[config.mk]
export PLATFORM = sky130hd
export DESIGN_NAME = mem_arbiter_flat
export DESIGN_NICKNAME = d
export VERILOG_FILES = /design/src/rtl/mem_arbiter_if.sv /design/src/rtl/mem_arbiter.sv /design/src/flat_wrapper.sv
export SDC_FILE = /design/constraint.sdc
export NUM_CORES = 1
export LEC_CHECK = 0
export ABC_AREA = 1
export BUFFER_PORTS_ARGS = -buffer_cell sky130_fd_sc_hd__buf_4
export CAP_MARGIN = 30
export CORE_UTILIZATION = 47
export CTS_BUF_LIST = sky130_fd_sc_hd__clkbuf_16
export CTS_CLUSTER_DIAMETER = 60
export DETAILED_ROUTE_END_ITERATION = 8
export PLACE_DENSITY = 0.81
export SLEW_MARGIN = 10
export SYNTH_ARGS = -nofsm -noshare
export SYNTH_HDL_FRONTEND = slang
export SYNTH_SLANG_ARGS = --single-unit
export TNS_END_PERCENT = 1
[constraint.sdc]
create_clock -name clk -period 2.1 [get_ports clk]
set_input_delay 0 -clock clk [delete_from_list [all_inputs] [get_ports clk]]
set_output_delay 0 -clock clk [all_outputs]
set_load 0.1 [all_outputs]
[src/rtl/mem_arbiter_if.sv]
// Memory-side bus of the CPU's single external memory port.
// The arbiter drives the command fields (master). The memory answers with
// busy/cack/ready and the read data (slave).
interface mem_arbiter_if #(
    parameter int ADDR_W = 20,
    parameter int DATA_W = 16
);
    logic                  m_read;
    logic                  m_write;
    logic                  m_instr;
    logic [ADDR_W-1:0]     m_addr;
    logic [DATA_W-1:0]     m_wdata;
    logic [2*DATA_W-1:0]   m_rdata;
    logic                  m_busy;
    logic                  m_cack;
    logic                  m_ready;

    modport master (
        output m_read, m_write, m_instr, m_addr, m_wdata,
        input  m_rdata, m_busy, m_cack, m_ready
    );

    modport slave (
        input  m_read, m_write, m_instr, m_addr, m_wdata,
        output m_rdata, m_busy, m_cack, m_ready
    );
endinterface

[src/rtl/mem_arbiter.sv]
// Two-port arbiter for the CPU's external memory port.
// Port 0 is the data path and port 1 is instruction fetch. Each grant carries
// one command through the busy/cack/ready handshake. A timeout aborts a
// command the memory never answers. Every output comes straight from a flop.
module mem_arbiter #(
    parameter int ADDR_W   = 20,
    parameter int DATA_W   = 16,
    parameter int ARB_MODE = 0,     // 0 = round-robin, 1 = port 0 always wins
    parameter int TIMEOUT  = 255    // cycles allowed in ISSUE+WAIT, >= 2
) (
    input  logic                 clk,
    input  logic                 rst_n,

    input  logic                 p0_req,
    input  logic                 p0_we,
    input  logic                 p0_instr,
    input  logic [ADDR_W-1:0]    p0_addr,
    input  logic [DATA_W-1:0]    p0_wdata,
    output logic                 p0_ack,
    output logic                 p0_rdy,
    output logic                 p0_err,

    input  logic                 p1_req,
    input  logic                 p1_we,
    input  logic                 p1_instr,
    input  logic [ADDR_W-1:0]    p1_addr,
    input  logic [DATA_W-1:0]    p1_wdata,
    output logic                 p1_ack,
    output logic                 p1_rdy,
    output logic                 p1_err,

    output logic [2*DATA_W-1:0]  rdata,
    mem_arbiter_if.master        mem,
    output logic                 owner,
    output logic                 active
);

    localparam int CNT_W = $clog2(TIMEOUT + 1);
    localparam logic [CNT_W-1:0] CNT_LAST = CNT_W'(TIMEOUT - 1);
    localparam logic [CNT_W-1:0] CNT_MAX  = '1;

    typedef enum logic [1:0] {
        IDLE  = 2'd0,
        ISSUE = 2'd1,
        WAIT  = 2'd2,
        HOLD  = 2'd3
    } state_t;

    state_t                state_q, state_d;
    logic                  owner_q, owner_d;
    logic                  active_q, active_d;
    logic                  m_read_q, m_read_d;
    logic                  m_write_q, m_write_d;
    logic                  m_instr_q, m_instr_d;
    logic [ADDR_W-1:0]     m_addr_q, m_addr_d;
    logic [DATA_W-1:0]     m_wdata_q, m_wdata_d;
    logic [2*DATA_W-1:0]   rdata_q, rdata_d;
    logic [CNT_W-1:0]      cnt_q, cnt_d;
    logic [1:0]            ack_q, ack_d;
    logic [1:0]            rdy_q, rdy_d;
    logic [1:0]            err_q, err_d;
    logic                  gnt;
    logic [CNT_W-1:0]      cnt_inc;

    // Cycle counter for the ISSUE+WAIT window. It stops at all-ones rather than wrapping.
    assign cnt_inc = (cnt_q == CNT_MAX) ? cnt_q : cnt_q + 1'b1;

    // Next-state, grant selection and output computation.
    always_comb begin
        state_d   = state_q;
        owner_d   = owner_q;
        m_read_d  = m_read_q;
        m_write_d = m_write_q;
        m_instr_d = m_instr_q;
        m_addr_d  = m_addr_q;
        m_wdata_d = m_wdata_q;
        rdata_d   = rdata_q;
        cnt_d     = cnt_q;
        ack_d     = 2'b00;
        rdy_d     = 2'b00;
        err_d     = 2'b00;
        gnt       = 1'b0;

        case (state_q)
            IDLE: begin
                if (!mem.m_busy && (p0_req || p1_req)) begin
                    if (ARB_MODE != 0)
                        gnt = ~p0_req;
                    else if (p0_req && p1_req)
                        gnt = ~owner_q;
                    else
                        gnt = p1_req;
                    owner_d   = gnt;
                    m_addr_d  = gnt ? p1_addr  : p0_addr;
                    m_wdata_d = gnt ? p1_wdata : p0_wdata;
                    m_instr_d = gnt ? p1_instr : p0_instr;
                    m_write_d = gnt ? p1_we    : p0_we;
                    m_read_d  = gnt ? ~p1_we   : ~p0_we;
                    cnt_d     = '0;
                    state_d   = ISSUE;
                end
            end
            ISSUE: begin
                cnt_d = cnt_inc;
                if (mem.m_cack) begin
                    m_read_d       = 1'b0;
                    m_write_d      = 1'b0;
                    ack_d[owner_q] = 1'b1;
                    if (m_write_q) begin
                        state_d = HOLD;
                    end else if (mem.m_ready) begin
                        rdata_d        = mem.m_rdata;
                        rdy_d[owner_q] = 1'b1;
                        state_d        = HOLD;
                    end else begin
                        state_d = WAIT;
                    end
                end else if (cnt_q == CNT_LAST) begin
                    m_read_d       = 1'b0;
                    m_write_d      = 1'b0;
                    err_d[owner_q] = 1'b1;
                    state_d        = HOLD;
                end
            end
            WAIT: begin
                cnt_d = cnt_inc;
                if (mem.m_ready) begin
                    rdata_d        = mem.m_rdata;
                    rdy_d[owner_q] = 1'b1;
                    state_d        = HOLD;
                end else if (cnt_q == CNT_LAST) begin
                    err_d[owner_q] = 1'b1;
                    state_d        = HOLD;
                end
            end
            HOLD: begin
                // One dead cycle gives the requester time to drop req after ack/err.
                state_d = IDLE;
            end
            default: state_d = IDLE;
        endcase

        active_d = (state_d == ISSUE) || (state_d == WAIT);
    end

    // State register. Reset drops the strobes at once, without waiting for a clock edge.
    always_ff @(posedge clk or negedge rst_n) begin
        if (!rst_n) begin
            state_q   <= IDLE;
            owner_q   <= 1'b1;
            active_q  <= 1'b0;
            m_read_q  <= 1'b0;
            m_write_q <= 1'b0;
            m_instr_q <= 1'b0;
            m_addr_q  <= '0;
            m_wdata_q <= '0;
            rdata_q   <= '0;
            cnt_q     <= '0;
            ack_q     <= 2'b00;
            rdy_q     <= 2'b00;
            err_q     <= 2'b00;
        end else begin
            state_q   <= state_d;
            owner_q   <= owner_d;
            active_q  <= active_d;
            m_read_q  <= m_read_d;
            m_write_q <= m_write_d;
            m_instr_q <= m_instr_d;
            m_addr_q  <= m_addr_d;
            m_wdata_q <= m_wdata_d;
            rdata_q   <= rdata_d;
            cnt_q     <= cnt_d;
            ack_q     <= ack_d;
            rdy_q     <= rdy_d;
            err_q     <= err_d;
        end
    end

    assign mem.m_read  = m_read_q;
    assign mem.m_write = m_write_q;
    assign mem.m_instr = m_instr_q;
    assign mem.m_addr  = m_addr_q;
    assign mem.m_wdata = m_wdata_q;

    assign p0_ack = ack_q[0];
    assign p1_ack = ack_q[1];
    assign p0_rdy = rdy_q[0];
    assign p1_rdy = rdy_q[1];
    assign p0_err = err_q[0];
    assign p1_err = err_q[1];
    assign rdata  = rdata_q;
    assign owner  = owner_q;
    assign active = active_q;

endmodule

[src/flat_wrapper.sv]
// flat-port wrapper written by rule: the top's interface ports become plain ports
module mem_arbiter_flat 
#(
    parameter int ADDR_W   = 20,
    parameter int DATA_W   = 16,
    parameter int ARB_MODE = 0,                                               
    parameter int TIMEOUT  = 255                                         
)
  (clk, rst_n, p0_req, p0_we, p0_instr, p0_addr, p0_wdata, p0_ack, p0_rdy, p0_err, p1_req, p1_we, p1_instr, p1_addr, p1_wdata, p1_ack, p1_rdy, p1_err, rdata, owner, active, mem_m_read, mem_m_write, mem_m_instr, mem_m_addr, mem_m_wdata, mem_m_rdata, mem_m_busy, mem_m_cack, mem_m_ready);
  mem_arbiter_if #(.ADDR_W(ADDR_W), .DATA_W(DATA_W)) mem_i ();
  input  logic clk;
  input  logic rst_n;
  input  logic p0_req;
  input  logic p0_we;
  input  logic p0_instr;
  input  logic [ADDR_W-1:0] p0_addr;
  input  logic [DATA_W-1:0] p0_wdata;
  output logic p0_ack;
  output logic p0_rdy;
  output logic p0_err;
  input  logic p1_req;
  input  logic p1_we;
  input  logic p1_instr;
  input  logic [ADDR_W-1:0] p1_addr;
  input  logic [DATA_W-1:0] p1_wdata;
  output logic p1_ack;
  output logic p1_rdy;
  output logic p1_err;
  output logic [2*DATA_W-1:0] rdata;
  output logic owner;
  output logic active;
  output wire logic [$bits(mem_i.m_read)-1:0] mem_m_read;
  output wire logic [$bits(mem_i.m_write)-1:0] mem_m_write;
  output wire logic [$bits(mem_i.m_instr)-1:0] mem_m_instr;
  output wire logic [$bits(mem_i.m_addr)-1:0] mem_m_addr;
  output wire logic [$bits(mem_i.m_wdata)-1:0] mem_m_wdata;
  input wire logic [$bits(mem_i.m_rdata)-1:0] mem_m_rdata;
  input wire logic [$bits(mem_i.m_busy)-1:0] mem_m_busy;
  input wire logic [$bits(mem_i.m_cack)-1:0] mem_m_cack;
  input wire logic [$bits(mem_i.m_ready)-1:0] mem_m_ready;
  assign mem_m_read = mem_i.m_read;
  assign mem_m_write = mem_i.m_write;
  assign mem_m_instr = mem_i.m_instr;
  assign mem_m_addr = mem_i.m_addr;
  assign mem_m_wdata = mem_i.m_wdata;
  assign mem_i.m_rdata = mem_m_rdata;
  assign mem_i.m_busy = mem_m_busy;
  assign mem_i.m_cack = mem_m_cack;
  assign mem_i.m_ready = mem_m_ready;
  mem_arbiter #(.ADDR_W(ADDR_W), .DATA_W(DATA_W), .ARB_MODE(ARB_MODE), .TIMEOUT(TIMEOUT)) u_core (.clk(clk), .rst_n(rst_n), .p0_req(p0_req), .p0_we(p0_we), .p0_instr(p0_instr), .p0_addr(p0_addr), .p0_wdata(p0_wdata), .p0_ack(p0_ack), .p0_rdy(p0_rdy), .p0_err(p0_err), .p1_req(p1_req), .p1_we(p1_we), .p1_instr(p1_instr), .p1_addr(p1_addr), .p1_wdata(p1_wdata), .p1_ack(p1_ack), .p1_rdy(p1_rdy), .p1_err(p1_err), .rdata(rdata), .mem(mem_i), .owner(owner), .active(active));
endmodule
# After elaboration in Yosys (flattened, before gate mapping)
# Cells that the tools add are included.
# classes
addsub,1
n_mul,0
div,0
magnitude_cmp,2
n_eq_ne,12
n_shift,0
mux,40
n_bitwise,3
reduce_logical,15
# ops
cell,count
$mux W32,3
$pmux W32 S2,1
$mux W2,13
$mux W20,1
$eq A8 B8 Y1 const B,2
$mux W16,1
$mux W8,2
$pmux W8 S2,1
$mux W1,12
$reduce_and A3 Y1,3
$add A8 B1 Y8 const B,1
$pmux W2 S2,2
$pmux W2 S4,1
$eq A2 B2 Y1 const B,3
$ne A2 B2 Y1 const B,3
$reduce_bool A2 Y1,3
$eq A2 B1 Y1 const B,2
$pmux W1 S2,2
$logic_and A1 B1 Y1,3
$ne A3 B2 Y1 const B,1
$not A1 Y1,3
$logic_not A2 Y1,1
$logic_or A1 B1 Y1,2
$lt A1 B2 Y1 const B,1
other kinds (6),6
# totals
register_bits,89
latchBits,0
ramBits,0
mem_bits_ro,0
in_bits,115
output_inout_bits,79
mem_count,0

# Longest topological paths before layout
# Gate-level depths: netlist (run 1).
# logic_depth
ltp_word,8
depth_mapped,11
ltp_nobuf,11

# Least setup slack after synthesis (run 1)
# OpenSTA, ideal clock, no wires.
# synth_timing
path_kind,register to register
startpoint,register u_core.m_write_q (netlist: u_core.mem.m_write)
endpoint,register u_core.rdata_q[0] (netlist: u_core.rdata[0])
setup_ns,0.125
arrival_time_ns,1.824
required_time_ns,1.975
setup_slack_ns,0.150
stages_incl_launch_ff,5
synth_period_minus_slack_ns,1.950
cell_sequence,dfrtp_1 -> nand2_1 -> o211ai_4 -> buf_6 -> mux2_4
# synth_between
elab_chain_cells,2
# synth_rtl
element,line,source
from (decl),mem_arbiter.sv:53,"logic m_write_q, m_write_d;"
from (signal assigned),mem_arbiter.sv:167,m_write_q <= m_write_d;
$ne A2 B2 Y1 (no line),-,
$reduce_and A3 Y1 (no line),-,
to (signal assigned),mem_arbiter.sv:171,rdata_q <= rdata_d;
to (decl),mem_arbiter.sv:57,"logic [2*DATA_W-1:0] rdata_q, rdata_d;"
# No other way between the ends.
# A chain may end at the register's enable or synchronous reset.

# Final worst setup path (run 1)
# layout_timing
startpoint,register u_core.state_q[1]
endpoint,register u_core.rdata_q[16] (netlist: u_core.rdata[16])
# layout_between
elab_chain_cells,3
# layout_rtl
element,line,source
from (decl),mem_arbiter.sv:49,"state_t state_q, state_d;"
from (signal assigned),mem_arbiter.sv:163,state_q <= state_d;
$eq A2 B1 Y1 or $eq A2 B2 Y1 (tied branches),mem_arbiter.sv:84,case (state_q)
$ne A2 B2 Y1 (no line) or $reduce_bool A2 Y1 (tied branches),-,
$reduce_and A3 Y1 (no line),-,
# Parallel ways exist; a longest one is shown, timed or not.

==> run_results.csv, run 1 <==
group,metric,value,unit
place,port_buffers,193,
global_routing,grt_use_total,31.0,%
min_path,hold_depth,3,
critical_path,crit_path_start,"u_core.state_q[1]",
sta,max_slew_margin,65.1,%
sta,rsz0062_at_grt,"false",
clock_tree,post_cts_buffers,0,
synthesis,ys_ff_latch,89,
synthesis,yosysMostFrequentCell,"dfrtp_1",
floorplan,die_h,96.0,um
clock_tree,clk_path_buf_depth,2,
sta,hold_viol,1,
detailed_routing,route.detailed.drc,0,
critical_path,rr_endpoint,"u_core.rdata[16]",
outcome,status,"complete, but fails checks",
synthesis,ys.flop_type,"dfrtp_1",
synthesis,ys_warn_count,0,
global_routing,antenna_found_initial,1,
synthesis,yosysTopAreaCellShare,53.0,%
final_layout,nets,833,
synthesis,postSynthAreaPerCell,9.98,um2
clock_tree,cts_tree,"built",
critical_path,crit_end,"u_core.rdata[16]",
critical_path,worstReg2RegStart,"u_core.state_q[1]",
outcome,violations,"hold timing",
clock_tree,clock_latency,0.33,ns
sta,fin_crit,1.89,ns
floorplan,start_util,49.5,%
clock_tree,cts.sinks,89,
detailed_routing,viasPerCell,5.35,
synthesis,synth_area,0.00415,mm2
global_routing,grt-ovfl-total,0,
critical_path,cp_max_fo,17,
sta,whs,-0.00322,ns
sta,fin_skew,0.00667,ns
synthesis,seq_area_frac_synth,53.7,%
critical_path,worstRegToRegCells,6,
sta,worst_pin_slew,0.522,ns
critical_path,crit_slowest_cell,"dfrtp_1",
detailed_routing,wl_per_cell,17.2,um
synthesis,synth.distinct_cells,31,
critical_path,cp_cell_sequence,"inv_1 > ha_2 > nand2_1 > o211ai_4 > buf_12 > mux2_2",
place,dp_hpwl,7900,um
critical_path,worstPathArrival,2.10,ns
detailed_routing,drtIter0Drc,184,
sta,setup_tns,0,ns
final_layout,fillerInstances,416,
detailed_routing,ant_nets,0,
final_layout,drive_gt1_share,36.7,%
floorplan,die-width,96.0,um
detailed_routing,drtPass1Iterations,5,
floorplan,io_pins,194,
final_layout,regArea,0.00223,mm2
critical_path,crit_required,2.31,ns
sta,drv_slew,0,
detailed_routing,vias,4394,
critical_path,startpoint_type,"register",
critical_path,r2r_slack,0.21,ns
synthesis,synth_edf_count,0,
clock_tree,cts_root_buffer,"clkbuf_16",
flow_run,cap_violations,0,
global_routing,grt_max_degree,54,
place,place_congestion,0.877,
final_layout,multiInputGateArea,0.00173,mm2
synthesis,syn-instance-count,416,
floorplan,dieArea,0.00922,mm2
floorplan,rows,33,
synthesis,synth_async_sr_flop_share,100,%
critical_path,cpPeakStageDelay,0.41,ns
critical_path,endpoint_kind,"register",
synthesis,synth_area_leaders,"dfrtp_1 (53%), mux2_4 (11%), o21ai_0 (8.8%), nand2_1 (6.4%), nor2_1 (4.2%)",
detailed_routing,wl,14100,um
sta,max_freq,529,MHz
global_routing,grt_pass1_vias,4442,
global_routing,grt_pass1_wl,21500,um
clock_tree,h-tree-depth,3,
sta,fin_crit_sh,90.0,%
sta,finalSetupViolCount,0,
synthesis,synth_nets,538,
floorplan,core_area,0.00838,mm2
min_path,min_path_type,"input pin to register",
clock_tree,cts_buffers,9,
synthesis,netlist_top_cells_count,"dfrtp_1 (88), o21ai_0 (73), nand2_1 (71)",
final_layout,area_growth,69.5,%
clock_tree,path_clk_slew,0.06,ns
synthesis,yosys.area.top_type,"dfrtp_1",
critical_path,path_class,"register to register",
## final cells by class
| cell class | count | share of cell area [%] |
|---|---|---|
| Antenna cell | 1 | 0.0356 |
| Clock buffer | 9 | 3.20 |
| Clock inverter | 7 | 1.21 |
| Inverter | 20 | 1.07 |
| Multi-Input combinational cell | 287 | 24.5 |
| Sequential cell | 89 | 31.7 |
| Tap cell | 105 | 1.87 |
| Timing Repair Buffer | 304 | 36.4 |
## how the worst min path moves through the flow
stage / startpoint / endpoint / slack [ns]
after floorplan: rst_n / u_core.ack_q[0] / -0.30
after global placement: rst_n / u_core.mem.m_addr[10] / -0.02
after detailed placement: rst_n / u_core.mem.m_addr[10] / 0.005
after CTS: p1_addr[6] / u_core.mem.m_addr[6] / 0.003
after global routing: p1_addr[6] / u_core.mem.m_addr[6] / 0.02
final: p1_addr[6] / u_core.mem.m_addr[6] / -0.003
## critical path: cells and delay by family (launching register included)
kind	cells	cell delay, ns
adder cells (fa/ha/maj)	1	0.33
flip-flops	1	0.41
buffers and inverters	2	0.36
multiplexers	1	0.35
AND/OR/NAND/NOR	1	0.13
AO/OA/AOI/OAI	1	0.18
## per-stage QoR
stage | cell area, um2 | std cells | worst slack (ns) | hold WS, ns | util (%)
floorplan | 4150 | 416 | 0.150 | -0.296 | -
global placement | 5690 | 702 | 0.199 | -0.0168 | 67.9
detailed placement | 5690 | 702 | 0.114 | 0.00505 | 67.9
CTS | 7030 | 821 | 0.0973 | 0.00313 | 83.9
global route | 7040 | 822 | 0.0277 | 0.0159 | 84.0
finish | 7040 | 822 | 0.209 | -0.00322 | 84.0
## per-layer routing
metal / share of wire [%] / up-vias / GRT usage [%]
met3: 9.8 / 65 / 8.69
li1: - / 1982 / -
met1: 38 / 2076 / 36.4
met4: 4.2 / 0 / 16.3
met5: 0 / - / 0
met2: 48 / 271 / 51.6
## timing repair
action	4_1_cts	5_1_grt
hold buffers	103	0
setup endpoints to repair	0	11
resized for setup	0	2
endpoints found under the hold margin	106	0
## cell usage in the layout (no fill, tap or decap), types with 2 or more instances in the layout
master and n:
inv_2 3, nor2_2 2, inv_1 18, clkbuf_16 9, dlygate4sd3_1 103, a21oi_1 5
nand2_2 4, o31ai_1 2, bufinv_16 2, ha_1 6, a31o_2 2, nand4_1 2
mux2_4 30, buf_12 2, nand3_1 13, nor3_1 7, nor2_1 46, mux2_2 2
dfrtp_1 88, or2_2 2, clkinv_1 2, o21ai_1 13, nand2_1 70, buf_4 199
o21ai_0 73
## flip-flops by register name (all words and copies together) (netlist names), 2 cells and up
name,cells
u_core.rdy_q,2
u_core.mem.m_addr,20
u_core.mem.m_wdata,16
u_core.ack_q,2
u_core.state_q,2
u_core.cnt_q,8
u_core.err_q,2
u_core.rdata,32
## cells by family after synthesis
family,after synthesis,synth area share [%]
multiplexers,33,11.6
buffers and inverters,40,4.91
AND/OR/NAND/NOR,148,14.7
XOR/XNOR,1,0.211
flip-flops,89,53.7
AO/OA/AOI/OAI,98,12.8
adder cells (fa/ha/maj),7,2.11
Power of run 1 is left out: the tool's default activity adds up to more than one toggle a clock period on the data nets, which glitch-free logic cannot reach.
==> inputs of run 2 (changes only) <==
--- a/config.mk
+++ b/config.mk
@@ -8,6 +8,7 @@
 export ABC_AREA = 1
 export BUFFER_PORTS_ARGS = -buffer_cell sky130_fd_sc_hd__buf_4
 export CAP_MARGIN = 30
+export CORE_MARGIN = 4
 export CORE_UTILIZATION = 47
 export CTS_BUF_LIST = sky130_fd_sc_hd__clkbuf_16
 export CTS_CLUSTER_DIAMETER = 60
==> run_results.csv, run 2 (synthesis results as in run 1) <==
group,metric,value,unit
sta,max_slew_margin,58.8,%
sta,fin_crit,1.94,ns
critical_path,crit_path_start,"u_core.state_q[0]",
clock_tree,cts_tree,"built",
final_layout,largest_reg_flops,32,
critical_path,crit_family,"buffers and inverters",
global_routing,grt_busiest_layer,"met2",
sta,finalSetupViolCount,0,
critical_path,cpPeakStageDelay,0.44,ns
critical_path,endpoint_kind,"register",
detailed_routing,vias,4418,
final_layout,regArea,0.00223,mm2
critical_path,rr_endpoint,"u_core.mem.m_wdata[3]",
detailed_routing,ant_nets,0,
clock_tree,clk_path_buf_depth,2,
final_layout,area_growth,68.6,%
clock_tree,post_cts_buffers,0,
floorplan,dieArea,0.0104,mm2
critical_path,crit_buf_inv,2,
place,dp_hpwl,8250,um
critical_path,cp_cell_sequence,"inv_1 > ha_1 > nand2_2 > inv_2 > o21ai_0 > o21ai_0",
global_routing,grt_use_met2,47.1,%
floorplan,die-width,102,um
place,port_buffers,193,
detailed_routing,drtIter0Drc,343,
critical_path,crit_end,"u_core.mem.m_wdata[3]",
critical_path,crit_slowest_cell,"inv_2",
clock_tree,cts_buffers,9,
floorplan,io_pins,194,
clock_tree,cts_root_buffer,"clkbuf_16",
sta,max_freq,515,MHz
clock_tree,path_clk_slew,0.07,ns
final_layout,fillerInstances,458,
global_routing,grt_util_met1,35.1,%
critical_path,cp_max_fo,37,
final_layout,multiInputGateArea,0.00173,mm2
global_routing,grt_pass1_wl,23400,um
detailed_routing,wl_per_cell,18.8,um
final_layout,final_cell_mix,"buf_4 (196), dlygate4sd3_1 (103), dfrtp_1 (88), o21ai_0 (73), nand2_1 (70)",
detailed_routing,route.detailed.drc,0,
clock_tree,h-tree-depth,3,
critical_path,crit_top_cell,"o21ai_0",
min_path,min_path_type,"input pin to register",
global_routing,grt_pass1_vias,4506,
critical_path,startpoint_type,"register",
outcome,status,"finished clean",
critical_path,worstReg2RegStart,"u_core.state_q[0]",
sta,fin_skew,0.00922,ns
global_routing,antenna_found_initial,0,
global_routing,grt_use_total,29.2,%
clock_tree,cts.sinks,89,
detailed_routing,viasPerCell,5.37,
clock_tree,clock_latency,0.33,ns
critical_path,worstPathArrival,2.18,ns
place,place_congestion,0.871,
detailed_routing,drtPass1Iterations,7,
sta,rsz0062_at_grt,"false",
place,placed_area,0.00567,mm2
sta,drv_slew,0,
global_routing,grt.met3_usage,9.76,%
critical_path,path_class,"register to register",
final_layout,drive_gt1_share,36.6,%
floorplan,start_util,47.9,%
global_routing,grt_max_degree,47,
sta,fin_crit_sh,92.5,%
detailed_routing,wl,15400,um
sta,hold_viol,0,
flow_run,cap_violations,0,
critical_path,worstRegToRegCells,6,
critical_path,r2r_slack,0.16,ns
floorplan,rows,34,
critical_path,crit_required,2.33,ns
critical_path,path_depth,6,
sta,setup_tns,0,ns
final_layout,final_common_cell,"buf_4",
final_layout,nets,830,
final_layout,final_area,0.00700,mm2
global_routing,grt-ovfl-total,0,
sta,worst_pin_slew,0.618,ns
floorplan,die_h,102,um
floorplan,core_area,0.00868,mm2
==> run 2: final cells by class <==
cell class / instances / share of cell area [%]
timing repair buffer: 301 / 36.3
antenna: 1 / 0.0357
clock buffer: 9 / 3.22
tap: 108 / 1.93
sequential: 89 / 31.8
clock inverter: 7 / 0.983
inverter: 20 / 1.07
multi-input combinational: 287 / 24.6
==> run 2: worst reg2reg max path, cell delays in order, from the launching register on <==
cell,delay [ns]
dfrtp_1,0.41
inv_1,0.18
ha_1,0.23
nand2_2,0.09
inv_2,0.44
o21ai_0,0.24
o21ai_0,0.27
==> run 2: per-stage QoR <==
| step | std cells | hold WS [ns] | utilization [%] | setup slack (ns) |
|---|---|---|---|---|
| floorplan | 416 | -0.296 | - | 0.150 |
| global placement | 702 | 0.0403 | 65.3 | 0.206 |
| detailed placement | 702 | 0.0486 | 65.3 | 0.118 |
| CTS | 821 | 0.00377 | 80.6 | 0.0998 |
| global route | 821 | 0.00605 | 80.7 | 0.00212 |
| finish | 822 | 0.000381 | 80.7 | 0.158 |
==> run 2: how the worst min path moves through the flow <==
stage | startpoint | end | slack [ns] | depth (start not counted)
floorplan | rst_n | u_core.ack_q[0] | -0.30 | 0
global placement | rst_n | u_core.rdata[24] | 0.04 | 1
detailed placement | rst_n | u_core.rdata[25] | 0.05 | 1
CTS | p0_we | u_core.mem.m_read | 0.004 | 4
global route | p0_we | u_core.mem.m_read | 0.006 | 4
finish | p0_we | u_core.mem.m_read | 0.0004 | 4
==> run 2: timing repair <==
action / 4_1_cts / 5_1_grt
setup endpoints to repair: 0 / 4
endpoints found under the hold margin: 115 / 0
resized for setup: 0 / 2
hold buffers: 103 / 0
==> run 2: per-layer routing <==
layer	up-vias	wire length, um
met5	-	0
met4	0	618
met1	2103	5800
met3	54	1800
li1	1976	-
met2	285	7210
Power of run 2 is left out for the same reason.
==> inputs of run 3 (changes only) <==
--- a/config.mk
+++ b/config.mk
@@ -9,11 +9,10 @@
 export BUFFER_PORTS_ARGS = -buffer_cell sky130_fd_sc_hd__buf_4
 export CAP_MARGIN = 30
 export CORE_MARGIN = 4
-export CORE_UTILIZATION = 47
+export CORE_UTILIZATION = 30
 export CTS_BUF_LIST = sky130_fd_sc_hd__clkbuf_16
 export CTS_CLUSTER_DIAMETER = 60
 export DETAILED_ROUTE_END_ITERATION = 8
-export PLACE_DENSITY = 0.81
 export SLEW_MARGIN = 10
 export SYNTH_ARGS = -nofsm -noshare
 export SYNTH_HDL_FRONTEND = slang
==> run_results.csv, run 3 (synthesis results as in run 1) <==
group,metric,value,unit
clock_tree,cts_root_buffer,"clkbuf_16",
clock_tree,clock_latency,0.34,ns
clock_tree,path_clk_slew,0.07,ns
clock_tree,cts_buffers,9,
detailed_routing,drtPass1Iterations,4,
final_layout,final_common_cell,"buf_4",
clock_tree,clk_path_buf_depth,2,
detailed_routing,wl,13200,um
sta,max_slew_margin,63.5,%
global_routing,grt_use_total,16.6,%
floorplan,rows,42,
outcome,status,"finished clean",
global_routing,grt_pass1_wl,21300,um
critical_path,cp_cell_sequence,"inv_1 > ha_1 > o211ai_4 > buf_12 > mux2_4",
sta,fin_crit_sh,93.6,%
global_routing,antenna_found_initial,0,
detailed_routing,viasPerCell,4.55,
place,place_congestion,0.806,
final_layout,drive_gt1_share,36.7,%
critical_path,startpoint_type,"register",
detailed_routing,vias,4079,
clock_tree,cts_tree,"built",
sta,fin_crit,1.97,ns
critical_path,worstPathArrival,2.18,ns
detailed_routing,drtIter0Drc,171,
floorplan,io_pins,194,
sta,max_freq,509,MHz
sta,fin_skew,0.00937,ns
final_layout,nets,836,
floorplan,dieArea,0.0158,mm2
detailed_routing,ant_nets,0,
place,port_buffers,193,
global_routing,grt-ovfl-total,0,
sta,drv_slew,0,
sta,worst_pin_slew,0.547,ns
floorplan,start_util,31.0,%
floorplan,core_area,0.0134,mm2
floorplan,die_h,126,um
sta,finalSetupViolCount,0,
floorplan,die-width,126,um
place,dp_hpwl,8750,um
sta,setup_tns,0,ns
min_path,min_path_type,"input pin to register",
critical_path,cpPeakStageDelay,0.48,ns
clock_tree,cts.sinks,89,
critical_path,crit_slowest_cell,"o211ai_4",
final_layout,final_cell_mix,"buf_4 (198), dlygate4sd3_1 (106), dfrtp_1 (88), o21ai_0 (73), nand2_1 (70)",
global_routing,grt_pass1_vias,4256,
final_layout,largest_reg_flops,32,
sta,hold_viol,0,
detailed_routing,wl_per_cell,14.7,um
critical_path,endpoint_kind,"register",
clock_tree,h-tree-depth,3,
critical_path,crit_required,2.31,ns
final_layout,area_growth,72.4,%
critical_path,path_class,"register to register",
detailed_routing,route.detailed.drc,0,
global_routing,grt_max_degree,41,
sta,rsz0062_at_grt,"false",
flow_run,cap_violations,0,
critical_path,cp_max_fo,15,
[run 3: changes by cell type in the layout (fill, tap and decap cells not counted), sizes merged]
cell,delta
dlygate4sd3,+3
clkinvlp,+2
clkinv,-2
buf,+3
diode,+1
[run 3: critical path: cells and delay by family, from the launching register on]
family          cells  cell delay, ns
flops               1            0.39
buf+inv             2            0.37
mux                 1            0.32
compound gates      1            0.48
fa+ha+maj           1            0.29
[run 3: cell type report]
class	instances	area (um2)
well taps	176	220
clock buffers	9	225
diodes	2	5.00
inverters	20	76.3
multi-input cells	287	1720
repair buffers	307	2610
clock inverters	7	75.1
flip-flops and latches	89	2230
fillers	1117	6240
[run 3: per-layer routing]
layer	share of wire, %	GRT usage, %	vias up
li1	-	-	1990
met1	43	20.9	1881
met2	47	26.9	181
met3	7.8	4.36	27
met4	2.8	7.21	0
met5	0	0	-
[run 3: path summary, 6_finish.rpt]
check	start	to	slack, ns	cells past startpoint
min in group asynchronous	rst_n	u_core.rdata[25]	0.18	2
max in group asynchronous	rst_n	u_core.cnt_q[2]	1.23	3
worst max-delay path	u_core.state_q[0]	u_core.rdata[27]	0.13	5
worst max register to register	u_core.state_q[0]	u_core.rdata[27]	0.13	5
worst min-delay path	p0_addr[8]	u_core.mem.m_addr[8]	0.004	3
worst min register to register	u_core.mem.m_wdata[14]	u_core.mem.m_wdata[14]	0.49	2
[run 3: timing repair]
| item | CTS | global route |
|---|---|---|
| hold endpoints to repair | 108 | 0 |
| setup endpoints to repair | 0 | 5 |
| buffers inserted | 0 | 0 |
| resized for setup | 0 | 2 |
| hold buffers | 106 | 0 |
[run 3: stage by stage]
| stage | utilization, % | cells | hold WS [ns] | setup WS (ns) | cell area (um2) |
|---|---|---|---|---|---|
| 2_1_floorplan | - | 416 | -0.296 | 0.150 | 4150 |
| 3_3_place_gp | 43.2 | 773 | 0.0217 | 0.213 | 5790 |
| 3_5_place_dp | 43.2 | 773 | 0.0270 | 0.103 | 5790 |
| 4_1_cts | 53.4 | 895 | 0.00523 | 0.115 | 7150 |
| 5_1_grt | 53.4 | 895 | 0.0557 | 0.0297 | 7160 |
| 6_report | 53.4 | 897 | 0.00393 | 0.134 | 7160 |
Power of run 3 is left out for the same reason.
